===== src/rtl/formation_ctrl.sv =====
// formation_ctrl: marching enemy formation -- horizontal sweep, edge descent, level, shooter scan.
// Build option FORMATION_ALIVE_SPEEDUP_EN: step grows by 1 px while a quarter or fewer enemies live.
module formation_ctrl #(
  parameter int unsigned ROWS      = 5,
  parameter int unsigned COLS      = 13,
  parameter int unsigned DIST_COL  = 30,
  parameter int unsigned DIST_ROW  = 30,
  parameter int unsigned X0        = 150,
  parameter int unsigned Y0        = 40,
  parameter int unsigned X_MIN     = 120,
  parameter int unsigned X_MAX     = 760,
  parameter int unsigned DELTA_Y   = 50,
  parameter int unsigned Y_LIMIT   = 440,
  parameter int unsigned STEP_DIV  = 2097152,
  parameter int unsigned SHOT_DIV  = 10000000,
  parameter int unsigned MAX_LEVEL = 15
) (
  input  logic                 clk,
  input  logic                 reset,
  input  logic                 restart,
  input  logic                 run,
  input  logic [ROWS*COLS-1:0] alive,
  output logic [9:0]           base_x,
  output logic [9:0]           base_y,
  output logic                 direction,
  output logic [3:0]           level,
  output logic                 step_pulse,
  output logic                 shot_pulse,
  output logic [6:0]           shooter_id,
  output logic                 invaded,
  output logic                 cleared
);

  localparam int unsigned N  = ROWS * COLS;
  localparam int unsigned AW = 11;
  localparam int unsigned PW = 10;
  localparam int unsigned IW = 7;
  localparam int unsigned CW = 8;
  localparam int unsigned SW = $clog2(STEP_DIV + 1);
  localparam int unsigned TW = $clog2(SHOT_DIV + 1);
  localparam logic [AW-1:0] PIX_MAX = AW'(1023);

  typedef enum logic [1:0] {S_IDLE, S_MOVE, S_DESCEND, S_HALT} state_t;

  state_t          state, state_nxt;
  logic [SW-1:0]   step_cnt, step_cnt_nxt;
  logic [TW-1:0]   shot_cnt, shot_cnt_nxt;
  logic            scanning, scanning_nxt;
  logic [IW-1:0]   scan_idx, scan_idx_nxt;
  logic [CW-1:0]   scan_cnt, scan_cnt_nxt;
  logic [PW-1:0]   base_x_nxt, base_y_nxt;
  logic            direction_nxt, step_pulse_nxt, shot_pulse_nxt;
  logic [3:0]      level_nxt;
  logic [IW-1:0]   shooter_id_nxt;
  logic            invaded_nxt, cleared_nxt;

  logic [COLS-1:0] col_any;
  logic [ROWS-1:0] row_any;
  logic [AW-1:0]   cmin, cmax, rmax, step_c, sum_x, sum_y;
  logic [IW-1:0]   idx_c;
  logic [CW-1:0]   cnt_c;
  logic            hit_c, right_hit_c, left_hit_c, edge_c, invade_c, clear_c;
  logic            act_c, move_tick_c, shot_tick_c, scan_en_c;

  // Occupied bounding box of the formation
  always_comb begin
    col_any = '0;
    row_any = '0;
    for (int r = 0; r < ROWS; r++)
      for (int c = 0; c < COLS; c++)
        if (alive[r*COLS + c]) begin
          col_any[c] = 1'b1;
          row_any[r] = 1'b1;
        end
    cmin = '0;
    cmax = '0;
    rmax = '0;
    for (int c = COLS - 1; c >= 0; c--) if (col_any[c]) cmin = AW'(c);
    for (int c = 0; c < COLS; c++) if (col_any[c]) cmax = AW'(c);
    for (int r = 0; r < ROWS; r++) if (row_any[r]) rmax = AW'(r);
  end

`ifdef FORMATION_ALIVE_SPEEDUP_EN
  logic [CW-1:0] pop_c;
  always_comb begin
    pop_c = '0;
    for (int i = 0; i < N; i++) pop_c = pop_c + CW'(alive[i]);
    step_c = AW'(1) + AW'(level) + ((pop_c <= CW'(N / 4)) ? AW'(1) : AW'(0));
  end
`else
  always_comb step_c = AW'(1) + AW'(level);
`endif

  // Edge, end-of-game and tick conditions
  always_comb begin
    right_hit_c = (AW'(base_x) + AW'(cmax * DIST_COL) + step_c) > AW'(X_MAX);
    left_hit_c  = (AW'(base_x) + AW'(cmin * DIST_COL)) < (AW'(X_MIN) + step_c);
    edge_c      = direction ? left_hit_c : right_hit_c;
    invade_c    = (AW'(base_y) + AW'(rmax * DIST_ROW)) >= AW'(Y_LIMIT);
    clear_c     = (alive == '0);
    act_c       = (state == S_MOVE) && run && !clear_c && !invade_c;
    move_tick_c = act_c && (step_cnt == SW'(STEP_DIV - 1));
    shot_tick_c = act_c && (shot_cnt == TW'(SHOT_DIV - 1));
    scan_en_c   = act_c && !(move_tick_c && edge_c);
  end

  always_ff @(posedge clk) begin
    if (reset || restart) state <= S_IDLE;
    else                  state <= state_nxt;
  end

  always_comb begin
    state_nxt = state;
    case (state)
      S_IDLE:    if (run) state_nxt = S_MOVE;
      S_MOVE: begin
        if (clear_c || invade_c)       state_nxt = S_HALT;
        else if (!run)                 state_nxt = S_IDLE;
        else if (move_tick_c && edge_c) state_nxt = S_DESCEND;
      end
      S_DESCEND: state_nxt = invade_c ? S_HALT : S_MOVE;
      default:   state_nxt = S_HALT;
    endcase
  end

  // Next values of every registered output and of the dividers / scanner
  always_comb begin
    step_cnt_nxt   = step_cnt;
    shot_cnt_nxt   = shot_cnt;
    scanning_nxt   = 1'b0;
    scan_idx_nxt   = scan_idx;
    scan_cnt_nxt   = scan_cnt;
    base_x_nxt     = base_x;
    base_y_nxt     = base_y;
    direction_nxt  = direction;
    level_nxt      = level;
    step_pulse_nxt = 1'b0;
    shot_pulse_nxt = 1'b0;
    shooter_id_nxt = shooter_id;
    invaded_nxt    = invaded;
    cleared_nxt    = cleared;
    sum_x          = AW'(base_x) + step_c;
    sum_y          = AW'(base_y) + AW'(DELTA_Y);
    idx_c          = scanning ? scan_idx
                   : ((shooter_id == IW'(N - 1)) ? '0 : shooter_id + IW'(1));
    cnt_c          = scanning ? scan_cnt : '0;
    hit_c          = (alive & (N'(1) << idx_c)) != '0;

    if (act_c) begin
      step_cnt_nxt = (step_cnt == SW'(STEP_DIV - 1)) ? '0 : step_cnt + SW'(1);
      shot_cnt_nxt = (shot_cnt == TW'(SHOT_DIV - 1)) ? '0 : shot_cnt + TW'(1);
    end

    case (state)
      S_MOVE: begin
        if (clear_c)       cleared_nxt = 1'b1;
        else if (invade_c) invaded_nxt = 1'b1;
        else if (move_tick_c && !edge_c) begin
          step_pulse_nxt = 1'b1;
          if (direction) base_x_nxt = (AW'(base_x) < step_c) ? '0 : PW'(AW'(base_x) - step_c);
          else           base_x_nxt = (sum_x > PIX_MAX) ? '1 : PW'(sum_x);
        end
      end
      S_DESCEND: begin
        if (invade_c) invaded_nxt = 1'b1;
        else begin
          base_y_nxt     = (sum_y > PIX_MAX) ? '1 : PW'(sum_y);
          direction_nxt  = ~direction;
          level_nxt      = (level == 4'(MAX_LEVEL)) ? level : level + 4'd1;
          step_pulse_nxt = 1'b1;
        end
      end
      default: ;
    endcase

    // One candidate per cycle; stop on first live enemy or after a full lap
    if (scan_en_c && (scanning || shot_tick_c)) begin
      if (hit_c) begin
        shooter_id_nxt = idx_c;
        shot_pulse_nxt = 1'b1;
      end else if (cnt_c != CW'(N - 1)) begin
        scanning_nxt = 1'b1;
        scan_idx_nxt = (idx_c == IW'(N - 1)) ? '0 : idx_c + IW'(1);
        scan_cnt_nxt = cnt_c + CW'(1);
      end
    end
  end

  always_ff @(posedge clk) begin
    if (reset || restart) begin
      step_cnt   <= '0;
      shot_cnt   <= '0;
      scanning   <= 1'b0;
      scan_idx   <= '0;
      scan_cnt   <= '0;
      base_x     <= PW'(X0);
      base_y     <= PW'(Y0);
      direction  <= 1'b0;
      level      <= '0;
      step_pulse <= 1'b0;
      shot_pulse <= 1'b0;
      shooter_id <= '0;
      invaded    <= 1'b0;
      cleared    <= 1'b0;
    end else begin
      step_cnt   <= step_cnt_nxt;
      shot_cnt   <= shot_cnt_nxt;
      scanning   <= scanning_nxt;
      scan_idx   <= scan_idx_nxt;
      scan_cnt   <= scan_cnt_nxt;
      base_x     <= base_x_nxt;
      base_y     <= base_y_nxt;
      direction  <= direction_nxt;
      level      <= level_nxt;
      step_pulse <= step_pulse_nxt;
      shot_pulse <= shot_pulse_nxt;
      shooter_id <= shooter_id_nxt;
      invaded    <= invaded_nxt;
      cleared    <= cleared_nxt;
    end
  end

endmodule


===== config.mk =====
export PLATFORM = sky130hd
export DESIGN_NAME = formation_ctrl
export DESIGN_NICKNAME = d
export VERILOG_FILES = /design/src/rtl/formation_ctrl.sv
export SDC_FILE = /design/constraint.sdc
export NUM_CORES = 1
export LEC_CHECK = 0
export CAP_MARGIN = 40
export CORE_MARGIN = 4
export CORE_UTILIZATION = 40
export CTS_CLUSTER_SIZE = 8
export DETAILED_ROUTE_END_ITERATION = 10
export HOLD_SLACK_MARGIN = 0.02
export SETUP_SLACK_MARGIN = 0.15
export SLEW_MARGIN = 20
export SYNTH_ARGS = -nofsm -noshare
export SYNTH_HDL_FRONTEND = slang
export SYNTH_SLANG_ARGS = --single-unit

===== constraint.sdc =====
create_clock -name clk -period 8.3 [get_ports clk]
set_clock_uncertainty 0.1 [all_clocks]
set_input_delay 1.245 -clock clk [delete_from_list [all_inputs] [get_ports clk]]
set_output_delay 1.245 -clock clk [all_outputs]
set_load 0.02 [all_outputs]

# Yosys cells after proc, flatten, opt, wreduce, memory -nomap -nowiden
# Index checks and enable logic that the tools add are counted.
# Widths: inputs -> output; s select.
dict set report word_totals {
  out_inout_bits 36
  regBits 100
  word_cells 261
  input_bits 69
}
dict set report op_classes {
  n_mux 173
  shifts 1
  bitwise_logic 7
  eq_ne 11
  n_mul 3
  n_addsub 15
  n_reduce_logical 30
  magnitude_cmp 6
}
# op count
set op_table {}
lappend op_table {{$mux 11} 26}
lappend op_table {{$mux 1} 128}
lappend op_table {{$and 65x65->65} 1}
lappend op_table {{$logic_not 65->1} 1}
lappend op_table {{$reduce_bool 65->1} 1}
lappend op_table {{$shl 1x7->65 const A} 1}
lappend op_table {{$mux 10} 4}
lappend op_table {{$add 10x11->11} 3}
lappend op_table {{$gt 11x10->1 const B} 3}
lappend op_table {{$mul 11x4->10 const B} 3}
lappend op_table {{$add 24x1->24 const B} 1}
lappend op_table {{$eq 24x24->1 const B} 1}
lappend op_table {{$mux 24} 1}
lappend op_table {{$add 22x1->22 const B} 1}
lappend op_table {{$eq 22x21->1 const B} 1}
lappend op_table {{$mux 22} 1}
lappend op_table {{$mux 7} 3}
lappend op_table {{$add 7x1->7 const B} 2}
lappend op_table {{$eq 7x7->1 const B} 2}
lappend op_table {{$add 10x5->11} 1}
lappend op_table {{$add 10x6->11 const B} 1}
lappend op_table {{$add 11x5->11} 1}
lappend op_table {{$ge 11x9->1 const B} 1}
lappend op_table {{$lt 11x8->1} 1}
lappend op_table {{other kinds (28)} 57}

# Logic depth before layout (Yosys ltp)
dict set report logic_depth {
  ltp_word 29
  depth_mapped 31
  ltp_nobuf 29
}

# Least setup slack after synthesis
# Ideal clock, no wire load.
dict set report synth_timing {
  path_type {input-to-reg}
  startpoint {input port alive[15]}
  endpoint {register scan_idx[4]}
  arrival_ps 7130
  setup_time_ps 86
  required_time_ps 8114
  slack_ps 984
  cell_stages 30
  n_path_buf 2
  path_cell_list {or4_1 nor2_1 o21ai_0 a21oi_1 o21ai_0 a21oi_1 o21ai_0 a21o_1 inv_1 fa_1 fa_1 inv_1 fa_1 inv_1 a21oi_1 o21bai_1 xor2_1 ha_1 ha_1 and4_1 a221oi_1 a21oi_1 xnor2_1 a21oi_1 a21oi_1 o211ai_1 clkbuf_1 clkbuf_1 nor3_1 a211oi_1}
}
dict set report synth_between {
  elab_chain_cells 26
  word_cells_on_any_way 60
  cone_classes {add/sub (4); mul (3); order compare (3); mux (34); bitwise (2); reduce/logical (14)}
}
# item line
set synth_rtl {}
lappend synth_rtl {{start, declared} 22} ;# input logic [ROWS*COLS-1:0] alive,
lappend synth_rtl {{parallel branches: the longest is 25 deep, another holds $mux 11} n/a}
lappend synth_rtl {{$reduce_and 3->1 (no source line) (*)} n/a}
lappend synth_rtl {{end signal, assigned} 209} ;# scan_idx <= scan_idx_nxt;
lappend synth_rtl {{end, declared} 49} ;# logic [IW-1:0] scan_idx, scan_idx_nxt;
# Mark *: on every way between the ends.
# A chain may end at the register's enable or synchronous reset.

# Final worst setup path
dict set report layout_timing {
  startpoint {input port alive[16]}
  endpoint {register shooter_id[3]}
}
dict set report layout_between {
  elab_chain_cells 25
  word_cells_on_any_way 58
  cone_classes {add/sub (4); mul (3); order compare (3); mux (33); bitwise (1); reduce/logical (14)}
}
# item line
set layout_rtl {}
lappend layout_rtl {{parallel branches: the longest is 24 deep, another holds $mux 11} n/a}
lappend layout_rtl {{$reduce_and 2->1 (no source line) (*)} n/a}
lappend layout_rtl {{end signal, assigned} 217} ;# shooter_id <= shooter_id_nxt;
lappend layout_rtl {{end, declared} 29} ;# output logic [6:0] shooter_id,
# Marks and branches as above.

==> summary.txt <==
Status
  • Status: complete, no violations

Clock network
  • CTS Buf Count: 9
  • Buffer depth of the longest clock path: 2
  • Quantity of hold-fixing buffers added after cts: 0
  • Clock sinks: 100
  • CTS tree: yes
  • Clock latency on the worst-skew pair: 0.35 ns
  • Root buf cell: clkbuf_16
  • H-tree Lvls: 3
  • Clock slew at reported path FFs: 0.07 ns

Timing
  • Final count of pins violating max slew: 0
  • Final min period: 7.83 ns
  • Endpoints failing hold: 0
  • FMAX: 0.128 GHz
  • Slew @ Worst Pin: 0.819 ns
  • Relative slew slack: 0.454
  • Number of setup violations in the final report: 0
  • RSZ-0062 raised after global routing: false
  • Final TNS setup: 0 ns
  • Hold_ws: 0.383 ns
  • Fin crit share: 0.944

Placed design
  • Area post-placement: 0.0106 mm2
  • GP Congestion: 1.01
  • Detailed Place HPWL: 21,400 um
  • # port buffers: 104

Drt
  • DRT antenna net count: 0
  • Starting DRT DRC Count: 641
  • Drt first pass iters: 5
  • Post-route DRC: 0
  • Avg WL per Cell: 17.8 um
  • Detailed Route WL: 28,100 um
  • Vias per Instance: 5.80
  • Vias: 9,143

Power and ir drop
  • Worst IR drop on VDD: 78.8 uV
  • Pwr Total: 1060 uW
  • Leak Pwr: 0.00413 uW
  • PwrDens: 96.4 mW/mm2

Global route
  • Most Used Layer, Global Route: met2
  • Grt total ovfl: 0
  • Gr usage total: 0.211
  • Global-route wire length before repair: 44,900 um
  • GRT met1 Usage: 0.305
  • Met3 Use GR: 0.0318
  • Largest net degree at the start of global routing: 29
  • Initial antenna violation count: 0
  • Met2 Use GR: 0.318
  • Via count of the first global-routing pass: 8,598

Worst setup path
  • Setup crit start: alive[16]
  • Req. time, crit path: 8.44 ns
  • Most Frequent Cell on Critical Path: buf_4
  • Startpoint types: input port
  • Critical path type: input port to flip-flop
  • Slowest stage cell, crit path: or4_4
  • Reg2reg start: level[0]$_SDFFE_PP0P_
  • Worst R2R End: scan_idx[1]$_SDFFE_PP0P_
  • CP Max Fanout: 9
  • WP data arrival: 7.98 ns
  • Setup crit end kind: flip-flop
  • Reg2Reg Depth: 19
  • Reg-to-reg slack, setup: 3.59 ns
  • Crit path largest cell delay: 0.58 ns

Min path
  • HP Start: shot_cnt[1]$_SDFFE_PP0P_
  • Worst hold stages: 2
  • Worst Hold Endpoint: shot_cnt[1]$_SDFFE_PP0P_
  • Worst min path class: flip-flop to flip-flop

Synthesis
  • Synth area leader: dfxtp_1
  • Post-synth top area share: 0.218
  • Top FF cell, synth: dfxtp_1
  • #FFs+latches synth: 100
  • Yosys warns: 0
  • Synthesized area: 0.00917 mm2
  • Post-synth EDFFs: 0
  • Sequential fraction of the synthesis area: 0.218
  • Post-synth ARST share: 0
  • Cells after Synth: 1,181
  • Syn Area/Cell: 7.77 um2
  • Distinct cells, synth: 85
  • Synth area leaders: dfxtp_1 (22%), ha_1 (13%), xnor2_1 (5.8%), nor2_1 (5.3%), nand2_1 (4.4%)

Finish
  • Fin nets: 1,469
  • Fin area: 0.0110 mm2
  • Diodes inserted: 0
  • Fill cells: 2,239
  • P&R area growth vs syn: 19.8%
  • Share of cells above drive strength 1: 0.0751

Die
  • Total core area: 0.0226 mm2
  • Initial Util: 0.406
  • Die Ht: 159 um
  • I/O pin cnt: 105
  • Die Footprint: 0.0254 mm2
  • Row count: 55
  • Width of the die: 159 um

Run
  • Max Cap Viol: 0
==> critical path: cells and delay by family <==
kind / cells / cell delay [ns]
and+or+nand+nor: 6 / 1.57
AOI/OAI and AO/OA: 11 / 1.66
adders and majority gates: 5 / 2.00
xor gates and xnor gates: 1 / 0.18
buffers and inverters: 7 / 1.30
==> cell usage after synthesis (7+ instances only) <==
master and n:
nor2_1 129, nand2_1 107, dfxtp_1 100, ha_1 92
inv_1 80, a21oi_1 75, nand3_1 61, xnor2_1 61
o21ai_0 41, nor3_1 39, nor4_1 32, clkbuf_1 27
fa_1 20, xor2_1 17, nand4_1 16, or4_1 16
mux2i_1 15, a21o_1 13, nor2b_1 13, a211oi_1 11
a31oi_1 11, or2_2 10, a311oi_1 9, o21a_1 9
or3_1 9, and3_1 8, o21bai_1 8, a21boi_0 7
a22o_1 7, nand2b_1 7
==> layout make-up <==
type	count	area, um2	area share
clock buffer	9	225	0.0205
timing repair buffer	137	1330	0.121
clock inverter	6	56.3	0.00512
sequential	100	2000	0.182
inverter	81	307	0.0279
tap	285	357	0.0324
multi-input combinational	959	6720	0.611
==> flip-flops by register name, summed over array words and instances (netlist names), 2 cells and up <==
register	count
shot_cnt	24
step_cnt	22
base_x	10
base_y	10
scan_cnt	8
scan_idx	7
shooter_id	7
level	4
state	2
==> metrics by stage <==
step / cells / utilization / worst slack, ns
2_1_floorplan: 1183 / - / 0.984
3_3_place_gp: 1553 / 0.469 / 0.109
3_5_place_dp: 1556 / 0.470 / 0.0121
4_1_cts: 1571 / 0.483 / 0.349
5_1_grt: 1577 / 0.487 / 0.133
6_report: 1577 / 0.487 / 0.466
==> routing by layer <==
| metal | part of all wire | vias to the layer above |
|---|---|---|
| met2 | 0.43 | 314 |
| met5 | 0 | - |
| met4 | 0.030 | 0 |
| li1 | - | 4474 |
| met1 | 0.48 | 4299 |
| met3 | 0.060 | 56 |
==> worst max path at each step <==
stage	cells past startpoint	to	slack (ns)
after global placement	31	shooter_id[5]$_SDFFE_PP0P_	0.11
after CTS	30	scan_idx[2]$_SDFFE_PP0P_	0.35
after global routing	30	shooter_id[3]$_SDFFE_PP0P_	0.13
final	30	shooter_id[3]$_SDFFE_PP0P_	0.47
after detailed placement	30	scan_idx[2]$_SDFFE_PP0P_	0.01
after floorplan	30	scan_idx[4]$_SDFFE_PP0P_	0.98
==> power breakdown <==
group / internal, uW / switching (uW) / leakage [uW]
Clock: 208 / 200 / 0.000136
Combinational: 78.1 / 90.0 / 0.00319
Sequential: 481 / 2.53 / 0.000806
Total: 767 / 292 / 0.00413
==> cell usage in the layout, fill, tap and decap left out, types with 5 or more instances in the layout <==
master / instances
a211oi_1: 11
a21boi_0: 7
a21o_1: 13
a21oi_1: 73
a22o_1: 7
a22oi_1: 6
a311oi_1: 9
a31oi_1: 11
and2_1: 6
and3_1: 8
and4_1: 6
buf_4: 28
clkbuf_16: 9
clkdlybuf4s50_1: 103
dfxtp_1: 100
fa_1: 20
ha_1: 91
inv_1: 79
mux2i_1: 15
nand2_1: 107
nand2b_1: 7
nand3_1: 61
nand4_1: 16
nor2_1: 127
nor2b_1: 13
nor3_1: 39
nor4_1: 31
o211ai_1: 6
o21a_1: 9
o21ai_0: 38
o21bai_1: 8
o221ai_1: 5
o31ai_1: 6
or2_2: 10
or3_1: 9
or4_1: 13
xnor2_1: 61
xor2_1: 17
==> cell families after synthesis <==
| kind of cell | after synthesis | synth area share |
|---|---|---|
| XOR/XNOR | 78 | 0.0745 |
| buffers and inverters | 124 | 0.0547 |
| other | 1 | 0.000409 |
| flip-flops | 100 | 0.218 |
| multiplexers | 20 | 0.0232 |
| adder cells (fa/ha/maj) | 112 | 0.169 |
| AND/OR/NAND/NOR | 482 | 0.263 |
| AO/OA/AOI/OAI | 264 | 0.197 |
==> what timing repair did <==
| item | CTS | global route |
|---|---|---|
| setup buffers | 0 | 5 |
| gates resized for setup | 0 | 15 |
| endpoints found under the setup margin | 0 | 21 |
Power figures use the tool's default switching activity.
